--- src/rtl/dcache_victim_wbuf_if.sv ---
// Victim write-back buffer bus: dcache push/lookup side and AXI line-write side.
// The buffer is the slave; the dcache and bridge together drive the master side.
interface dcache_victim_wbuf_if #(
    parameter int DEPTH      = 4,
    parameter int LINE_WORDS = 4,
    parameter int ADDR_W     = 32
);
    localparam int LW = LINE_WORDS * 32;
    localparam int CW = $clog2(DEPTH) + 1;

    logic              push_valid;
    logic              push_ready;
    logic [ADDR_W-1:0] push_addr;
    logic [LW-1:0]     push_data;
    logic [ADDR_W-1:0] lookup_addr;
    logic              lookup_hit;
    logic [LW-1:0]     lookup_data;
    logic              wr_req;
    logic [ADDR_W-1:0] wr_addr;
    logic [LW-1:0]     wr_data;
    logic              wr_rdy;
    logic              wr_valid;
    logic              wbuf_empty;
    logic [CW-1:0]     wbuf_count;

    modport slave (
        input  push_valid, push_addr, push_data,
        input  lookup_addr, wr_rdy, wr_valid,
        output push_ready, lookup_hit, lookup_data,
        output wr_req, wr_addr, wr_data,
        output wbuf_empty, wbuf_count
    );

    modport master (
        output push_valid, push_addr, push_data,
        output lookup_addr, wr_rdy, wr_valid,
        input  push_ready, lookup_hit, lookup_data,
        input  wr_req, wr_addr, wr_data,
        input  wbuf_empty, wbuf_count
    );
endinterface

--- src/rtl/dcache_victim_wbuf.sv ---
// Victim write-back buffer: circular FIFO of dirty lines with push merge,
// youngest-match refill forwarding and a one-line-at-a-time drain FSM.
module dcache_victim_wbuf #(
    parameter int DEPTH      = 4,
    parameter int LINE_WORDS = 4,
    parameter int ADDR_W     = 32
) (
    input logic                 clk,
    input logic                 resetn,
    dcache_victim_wbuf_if.slave bus
);
    localparam int LW    = LINE_WORDS * 32;
    localparam int OFS   = $clog2(LINE_WORDS * 4);
    localparam int TAG_W = ADDR_W - OFS;
    localparam int PW    = $clog2(DEPTH);
    localparam int CW    = PW + 1;

    typedef enum logic [1:0] {
        S_IDLE,
        S_REQ,
        S_WAIT
    } state_t;

    logic [DEPTH-1:0] vld_q;
    logic [TAG_W-1:0] tag_q  [DEPTH];
    logic [LW-1:0]    data_q [DEPTH];
    logic [PW-1:0]    head_q;
    logic [PW-1:0]    tail_q;
    logic [CW-1:0]    count_q;
    state_t           state_q;
    logic             wr_req_q;

    logic [TAG_W-1:0] push_tag;
    logic [TAG_W-1:0] look_tag;
    logic             push_ready;
    logic             push_fire;
    logic             in_flight;
    logic             pop;
    logic             merge_hit;
    logic [PW-1:0]    merge_idx;
    logic             do_merge;
    logic             do_alloc;
    logic             look_hit;
    logic [LW-1:0]    look_data;
    logic [PW-1:0]    look_idx;
    logic             unused_ok;

    assign push_tag   = bus.push_addr[ADDR_W-1:OFS];
    assign look_tag   = bus.lookup_addr[ADDR_W-1:OFS];
    assign unused_ok  = ^{bus.push_addr[OFS-1:0],
                          bus.lookup_addr[OFS-1:0]};

    // Full check uses the registered count only, so a same-cycle
    // pop never opens a slot while full.
    assign push_ready = (count_q != CW'(DEPTH));
    assign push_fire  = bus.push_valid & push_ready;
    assign in_flight  = (state_q != S_IDLE);
    assign pop        = (state_q == S_WAIT) & bus.wr_valid;

    // Merge target search: any valid line with the push tag except
    // the in-flight head, whose data must stay frozen.
    always_comb begin
        merge_hit = 1'b0;
        merge_idx = '0;
        for (int i = 0; i < DEPTH; i++) begin
            if (vld_q[i] && tag_q[i] == push_tag &&
                !(in_flight && PW'(i) == head_q)) begin
                merge_hit = 1'b1;
                merge_idx = PW'(i);
            end
        end
    end

    assign do_merge = push_fire & merge_hit;
    assign do_alloc = push_fire & ~merge_hit;

    // Refill lookup walks oldest to youngest so the youngest match
    // is the one left standing.
    always_comb begin
        look_hit  = 1'b0;
        look_data = '0;
        look_idx  = '0;
        for (int i = 0; i < DEPTH; i++) begin
            look_idx = head_q + PW'(i);
            if (vld_q[look_idx] && tag_q[look_idx] == look_tag) begin
                look_hit  = 1'b1;
                look_data = data_q[look_idx];
            end
        end
    end

    // Line storage: merge overwrites data in place, allocate fills
    // the tail slot. Qualified by valid bits, so no reset needed.
    always_ff @(posedge clk) begin
        if (do_merge) begin
            data_q[merge_idx] <= bus.push_data;
        end
        if (do_alloc) begin
            tag_q[tail_q]  <= push_tag;
            data_q[tail_q] <= bus.push_data;
        end
    end

    // FIFO bookkeeping: valid bits, pointers and occupancy count.
    always_ff @(posedge clk or negedge resetn) begin
        if (!resetn) begin
            vld_q   <= '0;
            head_q  <= '0;
            tail_q  <= '0;
            count_q <= '0;
        end else begin
            if (do_alloc) begin
                vld_q[tail_q] <= 1'b1;
                tail_q        <= tail_q + PW'(1);
            end
            if (pop) begin
                vld_q[head_q] <= 1'b0;
                head_q        <= head_q + PW'(1);
            end
            unique case (1'b1)
                do_alloc & ~pop: count_q <= count_q + CW'(1);
                pop & ~do_alloc: count_q <= count_q - CW'(1);
                default:         count_q <= count_q;
            endcase
        end
    end

    // Drain FSM: request the head line, wait for completion, pop.
    always_ff @(posedge clk or negedge resetn) begin
        if (!resetn) begin
            state_q  <= S_IDLE;
            wr_req_q <= 1'b0;
        end else begin
            unique case (state_q)
                S_IDLE: begin
                    if (count_q != '0) begin
                        state_q  <= S_REQ;
                        wr_req_q <= 1'b1;
                    end
                end
                S_REQ: begin
                    if (bus.wr_rdy) begin
                        state_q  <= S_WAIT;
                        wr_req_q <= 1'b0;
                    end
                end
                S_WAIT: begin
                    if (bus.wr_valid) begin
                        state_q <= S_IDLE;
                    end
                end
                default: begin
                    state_q  <= S_IDLE;
                    wr_req_q <= 1'b0;
                end
            endcase
        end
    end

    assign bus.push_ready  = push_ready;
    assign bus.lookup_hit  = look_hit;
    assign bus.lookup_data = look_data;
    assign bus.wr_req      = wr_req_q;
    assign bus.wr_addr     = {tag_q[head_q], {OFS{1'b0}}};
    assign bus.wr_data     = data_q[head_q];
    assign bus.wbuf_empty  = (count_q == '0) && (state_q == S_IDLE);
    assign bus.wbuf_count  = count_q;

endmodule
--- src/flat_wrapper.sv ---
// flat-port wrapper written by rule: the top's interface ports become plain ports
module dcache_victim_wbuf_flat 
#(
    parameter int DEPTH      = 4,
    parameter int LINE_WORDS = 4,
    parameter int ADDR_W     = 32
)
  (clk, resetn, bus_push_valid, bus_push_addr, bus_push_data, bus_lookup_addr, bus_wr_rdy, bus_wr_valid, bus_push_ready, bus_lookup_hit, bus_lookup_data, bus_wr_req, bus_wr_addr, bus_wr_data, bus_wbuf_empty, bus_wbuf_count);
  dcache_victim_wbuf_if #(.DEPTH(DEPTH), .LINE_WORDS(LINE_WORDS), .ADDR_W(ADDR_W)) bus_i ();
  input logic clk;
  input logic resetn;
  input wire logic [$bits(bus_i.push_valid)-1:0] bus_push_valid;
  input wire logic [$bits(bus_i.push_addr)-1:0] bus_push_addr;
  input wire logic [$bits(bus_i.push_data)-1:0] bus_push_data;
  input wire logic [$bits(bus_i.lookup_addr)-1:0] bus_lookup_addr;
  input wire logic [$bits(bus_i.wr_rdy)-1:0] bus_wr_rdy;
  input wire logic [$bits(bus_i.wr_valid)-1:0] bus_wr_valid;
  output wire logic [$bits(bus_i.push_ready)-1:0] bus_push_ready;
  output wire logic [$bits(bus_i.lookup_hit)-1:0] bus_lookup_hit;
  output wire logic [$bits(bus_i.lookup_data)-1:0] bus_lookup_data;
  output wire logic [$bits(bus_i.wr_req)-1:0] bus_wr_req;
  output wire logic [$bits(bus_i.wr_addr)-1:0] bus_wr_addr;
  output wire logic [$bits(bus_i.wr_data)-1:0] bus_wr_data;
  output wire logic [$bits(bus_i.wbuf_empty)-1:0] bus_wbuf_empty;
  output wire logic [$bits(bus_i.wbuf_count)-1:0] bus_wbuf_count;
  assign bus_i.push_valid = bus_push_valid;
  assign bus_i.push_addr = bus_push_addr;
  assign bus_i.push_data = bus_push_data;
  assign bus_i.lookup_addr = bus_lookup_addr;
  assign bus_i.wr_rdy = bus_wr_rdy;
  assign bus_i.wr_valid = bus_wr_valid;
  assign bus_push_ready = bus_i.push_ready;
  assign bus_lookup_hit = bus_i.lookup_hit;
  assign bus_lookup_data = bus_i.lookup_data;
  assign bus_wr_req = bus_i.wr_req;
  assign bus_wr_addr = bus_i.wr_addr;
  assign bus_wr_data = bus_i.wr_data;
  assign bus_wbuf_empty = bus_i.wbuf_empty;
  assign bus_wbuf_count = bus_i.wbuf_count;
  dcache_victim_wbuf #(.DEPTH(DEPTH), .LINE_WORDS(LINE_WORDS), .ADDR_W(ADDR_W)) u_core (.clk(clk), .resetn(resetn), .bus(bus_i));
endmodule
--- config.mk ---
export PLATFORM = sky130hd
export DESIGN_NAME = dcache_victim_wbuf_flat
export DESIGN_NICKNAME = d
export VERILOG_FILES = /design/src/rtl/dcache_victim_wbuf_if.sv /design/src/rtl/dcache_victim_wbuf.sv /design/src/flat_wrapper.sv
export SDC_FILE = /design/constraint.sdc
export NUM_CORES = 2
export LEC_CHECK = 0
export ABC_AREA = 1
export CAP_MARGIN = 30
export CORE_ASPECT_RATIO = 0.7
export CORE_MARGIN = 4
export CORE_UTILIZATION = 25
export CTS_BUF_LIST = sky130_fd_sc_hd__clkbuf_16
export DETAILED_ROUTE_END_ITERATION = 7
export PLACE_DENSITY = 0.5
export SYNTH_ARGS = -nofsm -noshare
export SYNTH_HDL_FRONTEND = slang
export SYNTH_SLANG_ARGS = --single-unit
export TNS_END_PERCENT = 1
--- constraint.sdc ---
create_clock -name clk -period 9.2 [get_ports clk]
set_input_delay 0.92 -clock clk [delete_from_list [all_inputs] [get_ports clk]]
set_output_delay 0.92 -clock clk [all_outputs]
set_load 0.02 [all_outputs]
==> results.ini <==
[worst_setup_path]
reg2reg_slack_ps=3650
ff2ff_path_depth=14
cp_cell_sequence=inv_2 -> ha_4 -> buf_4 -> nand2_1 -> nand2_1 -> nand2_1 -> nor2_1 -> nand2_1 -> nor2_1 -> nand2_1 -> nor2_4 -> buf_12 -> a21oi_1 -> nand2_1 -> nand2_1 -> nand2_1 -> clkdlybuf4s50_1
reg2reg_from=u_core.head_q[0]
startpoint_type=register
rr_endpoint=u_core.data_q[3][27]
crit_fanout=129
crit_top_cell=nand2_1
criticalPathCategory=register to output pin
cp.arrival_ps=7010
cp.required_ps=8280
critPathSlowestCell=dfrtp_4
crit_path_end_kind=output pin
max_stage_delay_ps=1050

[synthesis]
synth_warnings=0
synth_edf_count=624
synth-compound-area-share_pct=11.5
synth.distinct_cells=37
yosys_register_bits=638
syn_inst=4952
syn_area_per_cell_um2=8.33
synthSimpleGateAreaFrac_pct=21.3
synth_top_family_by_area=simple AND/OR/NAND/NOR gates
synthArstFlopShare_pct=2.19
synth-xor-area-share_pct=0.807
synth_fa_ha_area_share_pct=0.321
synthMuxAreaShare_pct=12.4
synth_flop_cell=edfxtp_1
seq_area_frac_synth_pct=46.3
syn_area_um2=41300

[floorplan]
start_util_pct=25.2
rows=124
die_w_um=494
ios=492
fp.dieArea_um2=172000
die_h_um=348
core_um2=164000

[placement]
place_ws_ps=1900
gp_congestion=0.958
dp.cells=7371
port_buffers=479
placed_cell_area_um2=47900
hpwlAfterDp_um=108000

[drt]
drc=0
drt_wl_total_um=158000
dr.pass1.iters=6
avgViaCountPerCell=4.84
drtIter0Drc=3202
wl_per_cell_um=21.0
drt.antenna.violating_nets=0
vias=36400

[cells_and_area]
final_cell_mix=1569 x nand2_1, 624 x edfxtp_1, 512 x mux2i_1
fin_area_um2=50500
nFillCells=17100
area_growth_pct=22.4
nets=5456
fin_cells=7528
layout_commonest_cell=nand2_1
drive_gt1_share_pct=3.58

[sta]
setup_tns_ps=0
hold_viol_final=0
skew_ps=35.0
fin_crit_ps=7930
rsz0062_at_grt=no
fmax_mhz=126
slew_violations=0
setup_slack_ps=1270
tightest_slew_ps=1410
finalCritPeriodShare_pct=86.2
setup_violations=0
worst_slew_margin_rel_pct=5.81

[grt]
grt_pass1_vias=33200
grt_pass1_wl_um=226000
globalRouteTotalUtil_pct=17.6
antenna_found_initial=22
grt_remaining_overflow=0
grt_max_degree=188

[cts]
clock_sinks=638
tritoncts=built
cts_buffer_depth=3
clock-root-buffer=clkbuf_16
cts_setup_buffers=0
cts.repair.resized=0
ctsHoldBuffers=0
htree_levels=3
clk_pin_slew_worst_paths_ps=50
clock_latency_ps=690
numCtsBuffers=78

[worst_hold_path]
hold_start=u_core.bus.wr_req
hold_path_depth=2
worstHoldPathType=register to register
whs_endpoint=u_core.bus.wr_req

[power_and_ir_drop]
power.density_nw_per_um2=319
p_leak_nw=21.4
ir_drop_uv=239
finalPower_mw=16.1

[status]
outcome=finished, final reports clean

[flow_run]
maxCapViolCount=0

==> power by group <==
part,switching [mW],internal [mW]
registers,0.406,3.71
clock network,1.30,1.72
logic,5.97,3.02
==> critical path, delay by kind of cell, from the launching register on <==
kind	cells	cell delay, ps
AO/OA/AOI/OAI	1	150
adder cells (fa/ha/maj)	1	720
flip-flops	1	1050
AND/OR/NAND/NOR	11	1410
buffers and inverters	4	2680
==> registers in the layout (all words and copies together), names as in the netlist <==
register,flops
u_core.data_q,512
u_core.bus.wbuf_count,3
u_core.tag_q,112
u_core.tail_q,2
u_core.head_q,2
u_core.bus.wr_req,1
u_core.state_q,2
u_core.vld_q,4
==> metrics by stage <==
| step | hold WS [ps] | util (%) |
|---|---|---|
| after floorplan | 513 | - |
| after global placement | 489 | 29.2 |
| after detailed placement | 495 | 29.3 |
| after CTS | 508 | 30.8 |
| after global routing | 568 | 30.8 |
| final | 503 | 30.9 |
==> cell type report <==
type	count	area, um^2	share of cell area [%]
Tap cell	2205	2760	5.46
Clock buffer	78	1950	3.87
Clock inverter	59	517	1.02
Sequential cell	638	19100	37.8
Inverter	390	1480	2.92
Timing Repair Buffer	539	5450	10.8
Antenna cell	17	42.5	0.0842
Multi-Input combinational cell	3602	19200	38.0
==> kinds of logic (layout without fill, tap and decap cells) <==
| logic type | after synthesis | after routing |
|---|---|---|
| simple gates | 2165 | 2165 |
| mux | 513 | 513 |
| other cells | 1 | 21 |
| compound gates | 872 | 872 |
| buf+inv | 715 | 1066 |
| xor+xnor | 38 | 38 |
| fa+ha+maj | 10 | 10 |
| flops | 638 | 638 |
==> Yosys cell counts (2+ instances only) <==
cell,number,area share (%)
o211ai_1,130,2.4
or2_2,7,0.11
xnor2_1,10,0.21
inv_2,3,0.027
nand3b_1,2,0.036
o21ai_1,8,0.097
buf_1,16,0.15
buf_6,10,0.27
nand2_1,1569,14
clkbuf_1,116,1.1
nand4_1,17,0.26
inv_1,387,3.5
edfxtp_1,624,45
o21ai_0,435,5.3
nor2_2,4,0.061
mux2i_1,512,12
buf_4,19,0.35
nor3_1,19,0.23
o22ai_1,22,0.33
buf_2,164,2.0
nor2_1,105,0.96
a22oi_1,4,0.073
o2111ai_1,2,0.042
ha_1,9,0.27
dfrtp_1,14,0.85
xor2_1,28,0.59
a21oi_1,268,3.3
nand3_1,439,5.3
==> layer usage <==
metal  vias up  track usage, %  wire length (um)  share of wire (%)
li1      17600               -                 -                  -
met1     17300            24.5             70900                 45
met2      1268            26.8             68000                 43
met3       195            4.25             13800                8.8
met4         2            6.14              5080                3.2
met5         -               0                13             0.0082
==> how the worst max path moves through the flow <==
stage,startpoint,end,slack (ps)
final,u_core.head_q[0],bus_lookup_data[42],1270
after global routing,u_core.head_q[0],bus_lookup_data[118],750
after CTS,u_core.head_q[0],bus_lookup_data[118],1110
after detailed placement,u_core.head_q[0],bus_lookup_data[118],1900
after global placement,u_core.head_q[0],bus_lookup_data[118],1860
after floorplan,u_core.head_q[1],u_core.data_q[3][0],540
Note: power is estimated with default switching activity, not from simulation.
